`src/rtl/pipe_hazard_ctrl.sv`:
```
// pipe_hazard_ctrl: interlock and flush sequencer for the 5-stage 8-bit pipeline.
// A 3-slot shadow pipeline (EX, MEM, WB) records the register and flag writes
// of every instruction in flight past ID. Because there is no forwarding,
// read-after-write hazards are resolved by stalling, and a taken branch in EX
// squashes the two younger instructions.
module pipe_hazard_ctrl #(
    parameter int REG_ADDR_W = 3,
    parameter bit WB_BYPASS  = 1'b0,
    parameter int CNT_W      = 16
) (
    input  logic                  clk,
    input  logic                  reset,
    input  logic                  id_valid,
    input  logic [REG_ADDR_W-1:0] id_src_a,
    input  logic [REG_ADDR_W-1:0] id_src_b,
    input  logic                  id_use_a,
    input  logic                  id_use_b,
    input  logic [REG_ADDR_W-1:0] id_dst,
    input  logic                  id_reg_write,
    input  logic                  id_read_c,
    input  logic                  id_read_z,
    input  logic                  id_write_c,
    input  logic                  id_write_z,
    input  logic                  ex_branch_taken,
    output logic                  pc_hold,
    output logic                  if_id_hold,
    output logic                  if_id_flush,
    output logic                  id_ex_bubble,
    output logic [CNT_W-1:0]      stall_count
);

    typedef struct packed {
        logic                  valid;
        logic [REG_ADDR_W-1:0] dst;
        logic                  reg_write;
        logic                  write_c;
        logic                  write_z;
    } slot_t;

    // Index 0 = EX, 1 = MEM, 2 = WB. The WB slot is not active when the
    // register file writes before it reads.
    localparam logic [2:0] SLOT_ACTIVE = {(WB_BYPASS ? 1'b0 : 1'b1), 2'b11};

    slot_t ex_q, ex_d;
    slot_t mem_q, mem_d;
    slot_t wb_q, wb_d;
    logic [CNT_W-1:0] stall_count_q, stall_count_d;

    slot_t slots [3];
    logic  hit_a, hit_b, hit_c, hit_z;
    logic  reg_hazard, flag_hazard;
    logic  stall, flush;

    // Scan the active shadow slots for writers of what the ID instruction reads.
    always_comb begin
        slots[0] = ex_q;
        slots[1] = mem_q;
        slots[2] = wb_q;
        hit_a    = 1'b0;
        hit_b    = 1'b0;
        hit_c    = 1'b0;
        hit_z    = 1'b0;
        for (int i = 0; i < 3; i++) begin
            if (SLOT_ACTIVE[i]) begin
                if (slots[i].valid && slots[i].reg_write && (slots[i].dst == id_src_a)) begin
                    hit_a = 1'b1;
                end
                if (slots[i].valid && slots[i].reg_write && (slots[i].dst == id_src_b)) begin
                    hit_b = 1'b1;
                end
                if (slots[i].write_c) begin
                    hit_c = 1'b1;
                end
                if (slots[i].write_z) begin
                    hit_z = 1'b1;
                end
            end
        end
        reg_hazard  = id_valid && ((id_use_a && hit_a) || (id_use_b && hit_b));
        flag_hazard = id_valid && ((id_read_c && hit_c) || (id_read_z && hit_z));
        // A taken branch squashes the ID instruction, so its hazard is moot.
        stall       = (reg_hazard || flag_hazard) && !ex_branch_taken;
        flush       = ex_branch_taken;
    end

    // Pipeline controls; while in reset the pipe is held flushed and bubbled.
    always_comb begin
        pc_hold      = reset ? 1'b0 : stall;
        if_id_hold   = reset ? 1'b0 : stall;
        if_id_flush  = reset ? 1'b1 : flush;
        id_ex_bubble = reset ? 1'b1 : (stall || flush);
        stall_count  = stall_count_q;
    end

    // Next-state: the shadow pipe always advances; EX takes a bubble on stall/flush.
    always_comb begin
        mem_d = ex_q;
        wb_d  = mem_q;
        if (stall || flush) begin
            ex_d = '0;
        end else begin
            ex_d = '{valid:     id_valid,
                     dst:       id_dst,
                     reg_write: id_reg_write,
                     write_c:   id_write_c,
                     write_z:   id_write_z};
        end
        stall_count_d = stall_count_q;
        if (stall && (stall_count_q != '1)) begin
            stall_count_d = stall_count_q + CNT_W'(1);
        end
    end

    // State registers with synchronous reset.
    always_ff @(posedge clk) begin
        if (reset) begin
            ex_q          <= '0;
            mem_q         <= '0;
            wb_q          <= '0;
            stall_count_q <= '0;
        end else begin
            ex_q          <= ex_d;
            mem_q         <= mem_d;
            wb_q          <= wb_d;
            stall_count_q <= stall_count_d;
        end
    end

endmodule

```
`config.mk`:
```
export PLATFORM = sky130hd
export DESIGN_NAME = pipe_hazard_ctrl
export DESIGN_NICKNAME = d
export VERILOG_FILES = /design/src/rtl/pipe_hazard_ctrl.sv
export SDC_FILE = /design/constraint.sdc
export NUM_CORES = 1
export LEC_CHECK = 0
export BUFFER_PORTS_ARGS = -buffer_cell sky130_fd_sc_hd__buf_2
export CELL_PAD_IN_SITES_DETAIL_PLACEMENT = 0
export CELL_PAD_IN_SITES_GLOBAL_PLACEMENT = 1
export CORE_UTILIZATION = 40
export DETAILED_ROUTE_END_ITERATION = 7
export PLACE_DENSITY_LB_ADDON = 0.1
export SYNTH_ARGS = -nofsm -noshare
export SYNTH_HDL_FRONTEND = slang
export SYNTH_SLANG_ARGS = --single-unit
```
`constraint.sdc`:
```
create_clock -name clk -period 2.3 [get_ports clk]
set_input_delay 0.115 -clock clk [delete_from_list [all_inputs] [get_ports clk]]
set_output_delay 0.115 -clock clk [all_outputs]
set_load 0.005 [all_outputs]
```
==> tab_implementation.tex <==
\begin{tabular}{lr}
\hline
Metric & Value \\
\hline
\multicolumn{2}{l}{\textbf{Power}} \\
Overall Power & 0.001333 W \\
Sequential share of power & 0.495 \\
VDD IR-drop max & 0.3233 mV \\
Leakage & 0.9147 nW \\
Combinational power share & 0.071 \\
Internal power of the cells & 0.001047 W \\
Net Switching & 0.0002863 W \\
Sw Ratio & 0.2147 \\
Clock network fraction of design power & 0.434 \\
PD cells & 614.5 nW/um\^{}2 \\
\multicolumn{2}{l}{\textbf{Timing}} \\
Fmax & 0.4425 GHz \\
Tightest slew margin relative to the limit & 0.7112 \\
Final setup skew & 0.008550 ns \\
Setup violation total in the final timing report & 0 \\
Number of slew-limit violations in the final report & 0 \\
Share of the cycle needed by the critical path after routing & 0.9825 \\
Slew of the pin with the lowest slew margin & between 0.4 and 0.5 ns \\
Final hold viol count & 0 \\
Minimum clock period & 2.260 ns \\
\multicolumn{2}{l}{\textbf{CTS}} \\
Hold-fix buffer count after cts & 0 \\
TritonCTS Buffers & 5 \\
CTS H-tree lvls & 2 \\
Clock tree from TritonCTS & done \\
Number of buffers between clock root and the deepest sink & 2 \\
Clock Sinks & 37 \\
Worst-path clk slew & 0.08 ns \\
Clock Tree Root & sky130\_fd\_sc\_hd\_\_clkbuf\_8 \\
Clock latency on the worst-skew pair & 0.29 ns \\
\multicolumn{2}{l}{\textbf{Setup path}} \\
Type of destination of the critical path & flop \\
Buffers plus inverters on the worst setup path & 0 \\
Standard cell with the maximum stage delay on the critical path & sky130\_fd\_sc\_hd\_\_nor4\_1 \\
Max FO, Critical Path & 7 \\
Largest stage delay on the critical path & 0.42 ns \\
Crit path launch type & flop \\
Cell breakdown of the critical path & xor2\_1 > nor4\_1 > o31ai\_2 > a31o\_4 > nor4b\_1 > mux2\_1 \\
Data required time at the worst endpoint & about 2.5 ns \\
Top cell family by delay on the critical path & simple AND/OR/NAND/NOR gates \\
Critical setup path kind & reg2reg \\
Critical path data arrival time & 2.43 ns \\
\multicolumn{2}{l}{\textbf{Status}} \\
Outcome & complete, no violations \\
\multicolumn{2}{l}{\textbf{Detailed routing}} \\
Via total after detailed routing & 1573 \\
Wire length per cell after detailed routing & $\sim$14 um \\
Routed Antenna Nets & 0 \\
Detail-routed via count per cell & 5.424 \\
Drt initial violations & 85 \\
Routed Wire Length & $\sim$4100 um \\
\# DRC & 0 \\
TritonRoute pass-1 iters & 4 \\
\multicolumn{2}{l}{\textbf{Die}} \\
Placeable core region & 4144 um\^{}2 \\
Number of placement rows & 23 \\
Starting density of the core & 0.4290 \\
Width of the die & just under 70 um \\
Floorplan die height & 68.67 um \\
Die ar. & 4716 um\^{}2 \\
Number of top-level pins & 40 \\
\multicolumn{2}{l}{\textbf{Yosys}} \\
Sequential cell area fraction in the yosys report & 0.4166 \\
Yosys reg bits & 37 \\
Syn\_area\_per\_cell & $\sim$9 um\^{}2 \\
Post-synth net total & roughly 220 \\
Fraction of synthesized cell area taken by the top area cell type & 0.4166 \\
Library cells used by synthesis & 36 \\
Combined area of all synthesized cells & 1778 um\^{}2 \\
Post-synthesis cell type with the largest combined area & sky130\_fd\_sc\_hd\_\_dfxtp\_1 \\
Number of instances in the synthesized netlist & $\sim$200 \\
Dominant cells by area after synthesis & sky130\_fd\_sc\_hd\_\_dfxtp\_1 42\%, sky130\_fd\_sc\_hd\_\_xor2\_1 8.9\%, sky130\_fd\_sc\_hd\_\_nor2b\_1 6.7\% \\
Synth warnings & 0 \\
\multicolumn{2}{l}{\textbf{Place}} \\
Final estimated routing congestion in global placement & between 0.8 and 0.9 \\
Placed wire-length estimate after detailed placement & 2851 um \\
IO Port Bufs & 39 \\
Placed Instances & 278 \\
\multicolumn{2}{l}{\textbf{Global route}} \\
Wire length of the first global-routing pass & 6113 um \\
Congestion Overflow GR & 0 \\
Maximum number of pins on one net before global-route repair & 28 \\
Global Route Usage Sum & 0.1803 \\
Initial antenna violation count & 0 \\
Number of global-route vias before repair & approximately 1400 \\
\multicolumn{2}{l}{\textbf{Finish}} \\
Count of placed standard cells in the final layout, fillers left out & between 200 and 300 \\
P\&R area growth vs syn & 22.03\% \\
Leading cell type in the layout, fill and taps excluded & sky130\_fd\_sc\_hd\_\_buf\_2 \\
Count of inserted antenna diode cells & 0 \\
Proportion of layout cells with a drive suffix above 1 & 0.2667 \\
Top library cells by usage in the layout, fill and taps aside & 39 x sky130\_fd\_sc\_hd\_\_buf\_2, 36 x sky130\_fd\_sc\_hd\_\_dfxtp\_1, 19 x sky130\_fd\_sc\_hd\_\_nor2b\_1, 18 x sky130\_fd\_sc\_hd\_\_xor2\_1, 14 x sky130\_fd\_sc\_hd\_\_nor2\_1 \\
Fin nets & 260 \\
\multicolumn{2}{l}{\textbf{Run}} \\
Max Cap Viol & 0 \\
\multicolumn{2}{l}{\textbf{Worst hold path}} \\
Worst hold path class & in2reg \\
\hline
\end{tabular}
==> final timing paths <==
path | start | endpoint | slack [ns] | depth (start not counted)
setup / recovery | ex_q[5] | stall_count[2] | 0.04 | 6
hold / removal | id_dst[1] | ex_q[4] | 0.02 | 2
setup reg to reg | ex_q[5] | stall_count[2] | 0.04 | 6
hold reg to reg | mem_q[2] | slots[2] | 0.47 | 1
==> state kept, by name (all words and copies together) (netlist names) <==
signal / flops
mem_q: 7
stall_count: 16
ex_q: 7
slots: 7
==> cell families (layout without fill, tap and decap cells) <==
family	count (synthesis)	count (layout)	share of synthesized area
muxes	7	7	0.04433
AOI/OAI and AO/OA	26	28	0.1020
DFF	37	37	0.4166
adders and majority gates	1	1	0.007036
buffers and inverters	14	57	0.03870
xor gates and xnor gates	18	18	0.08867
and+or+nand+nor	92	92	0.3026
==> area by class of cell <==
class | instances | area (um^2)
clock buffers | 7 | 86.33
clock inverters | 1 | 30.03
fillers | 426 | 1974
inverters | 5 | 18.77
multi-input cells | 146 | 997.2
flip-flops and latches | 37 | 742.0
well taps | 50 | 62.56
repair buffers | 44 | 232.7
==> metal layers <==
layer / GRT usage / vias up / wire length [um]
met3: 0.05921 / 7 / 220
met4: 0.06510 / 0 / 53
met2: 0.2733 / 42 / 1797
met5: 0 / - / 0
met1: 0.2368 / 737 / 2069
li1: - / 787 / -
==> worst reg2reg max path, delay by kind of cell, from the launching register on <==
| family | cells | cell delay (ns) |
|---|---|---|
| DFF | 1 | 0.34 |
| AOI/OAI and AO/OA | 2 | 0.46 |
| muxes | 1 | 0.37 |
| and+or+nand+nor | 2 | 0.81 |
| xor gates and xnor gates | 1 | 0.17 |
==> per-stage QoR <==
stage | area, um^2 | TNS (ns) | worst slack, ns | hold slack (ns) | utilization
after floorplan | 1778 | 0 | 0.3473 | 0.2367 | -
after CTS | 2125 | 0 | 0.06312 | 0.01559 | 0.5127
after detailed placement | 2008 | 0 | 0.1269 | 0.3170 | 0.4846
after global routing | 2170 | -0.009932 | -0.009932 | 0.01848 | 0.5236
after global placement | 2008 | 0 | 0.1801 | 0.3138 | 0.4846
final | 2170 | 0 | 0.04016 | 0.02005 | 0.5236
==> power by group through the flow <==
stage          clock [W]  sequential, W  combinational, W
2_1_floorplan          0       0.000673         0.0000532
3_3_place_gp           0       0.000674         0.0000844
3_5_place_dp           0       0.000675         0.0000861
4_1_cts         0.000597       0.000660         0.0000868
5_1_grt         0.000629       0.000661          0.000105
6_report        0.000579       0.000660         0.0000946
==> timing repair <==
action | CTS | global route
gates resized for setup | 0 | 4
setup endpoints to repair | 0 | 3
buffers inserted | 0 | 2
==> Yosys cell counts <==
master                     count
sky130_fd_sc_hd__a21oi_1       8
sky130_fd_sc_hd__a311oi_1      1
sky130_fd_sc_hd__a31o_4        1
sky130_fd_sc_hd__a31oi_1       1
sky130_fd_sc_hd__and2_1        7
sky130_fd_sc_hd__and2b_1       1
sky130_fd_sc_hd__and3_1        2
sky130_fd_sc_hd__buf_1         2
sky130_fd_sc_hd__buf_2         1
sky130_fd_sc_hd__buf_4         2
sky130_fd_sc_hd__buf_6         1
sky130_fd_sc_hd__clkbuf_1      3
sky130_fd_sc_hd__dfxtp_1      37
sky130_fd_sc_hd__ha_1          1
sky130_fd_sc_hd__inv_1         5
sky130_fd_sc_hd__mux2_1        5
sky130_fd_sc_hd__mux2_2        2
sky130_fd_sc_hd__nand2_1      10
sky130_fd_sc_hd__nand3_1       7
sky130_fd_sc_hd__nand4_1       4
sky130_fd_sc_hd__nor2_1       14
sky130_fd_sc_hd__nor2b_1      19
sky130_fd_sc_hd__nor3_1        3
sky130_fd_sc_hd__nor3_2        1
sky130_fd_sc_hd__nor4_1        9
sky130_fd_sc_hd__nor4_2        2
sky130_fd_sc_hd__nor4b_1       1
sky130_fd_sc_hd__o21ai_0       4
sky130_fd_sc_hd__o21ba_1       1
sky130_fd_sc_hd__o31ai_1       9
sky130_fd_sc_hd__o41a_1        1
sky130_fd_sc_hd__or2_2         3
sky130_fd_sc_hd__or3_1         1
sky130_fd_sc_hd__or4_1         6
sky130_fd_sc_hd__or4b_1        2
sky130_fd_sc_hd__xor2_1       18
(Power assumes the default switching activity.)
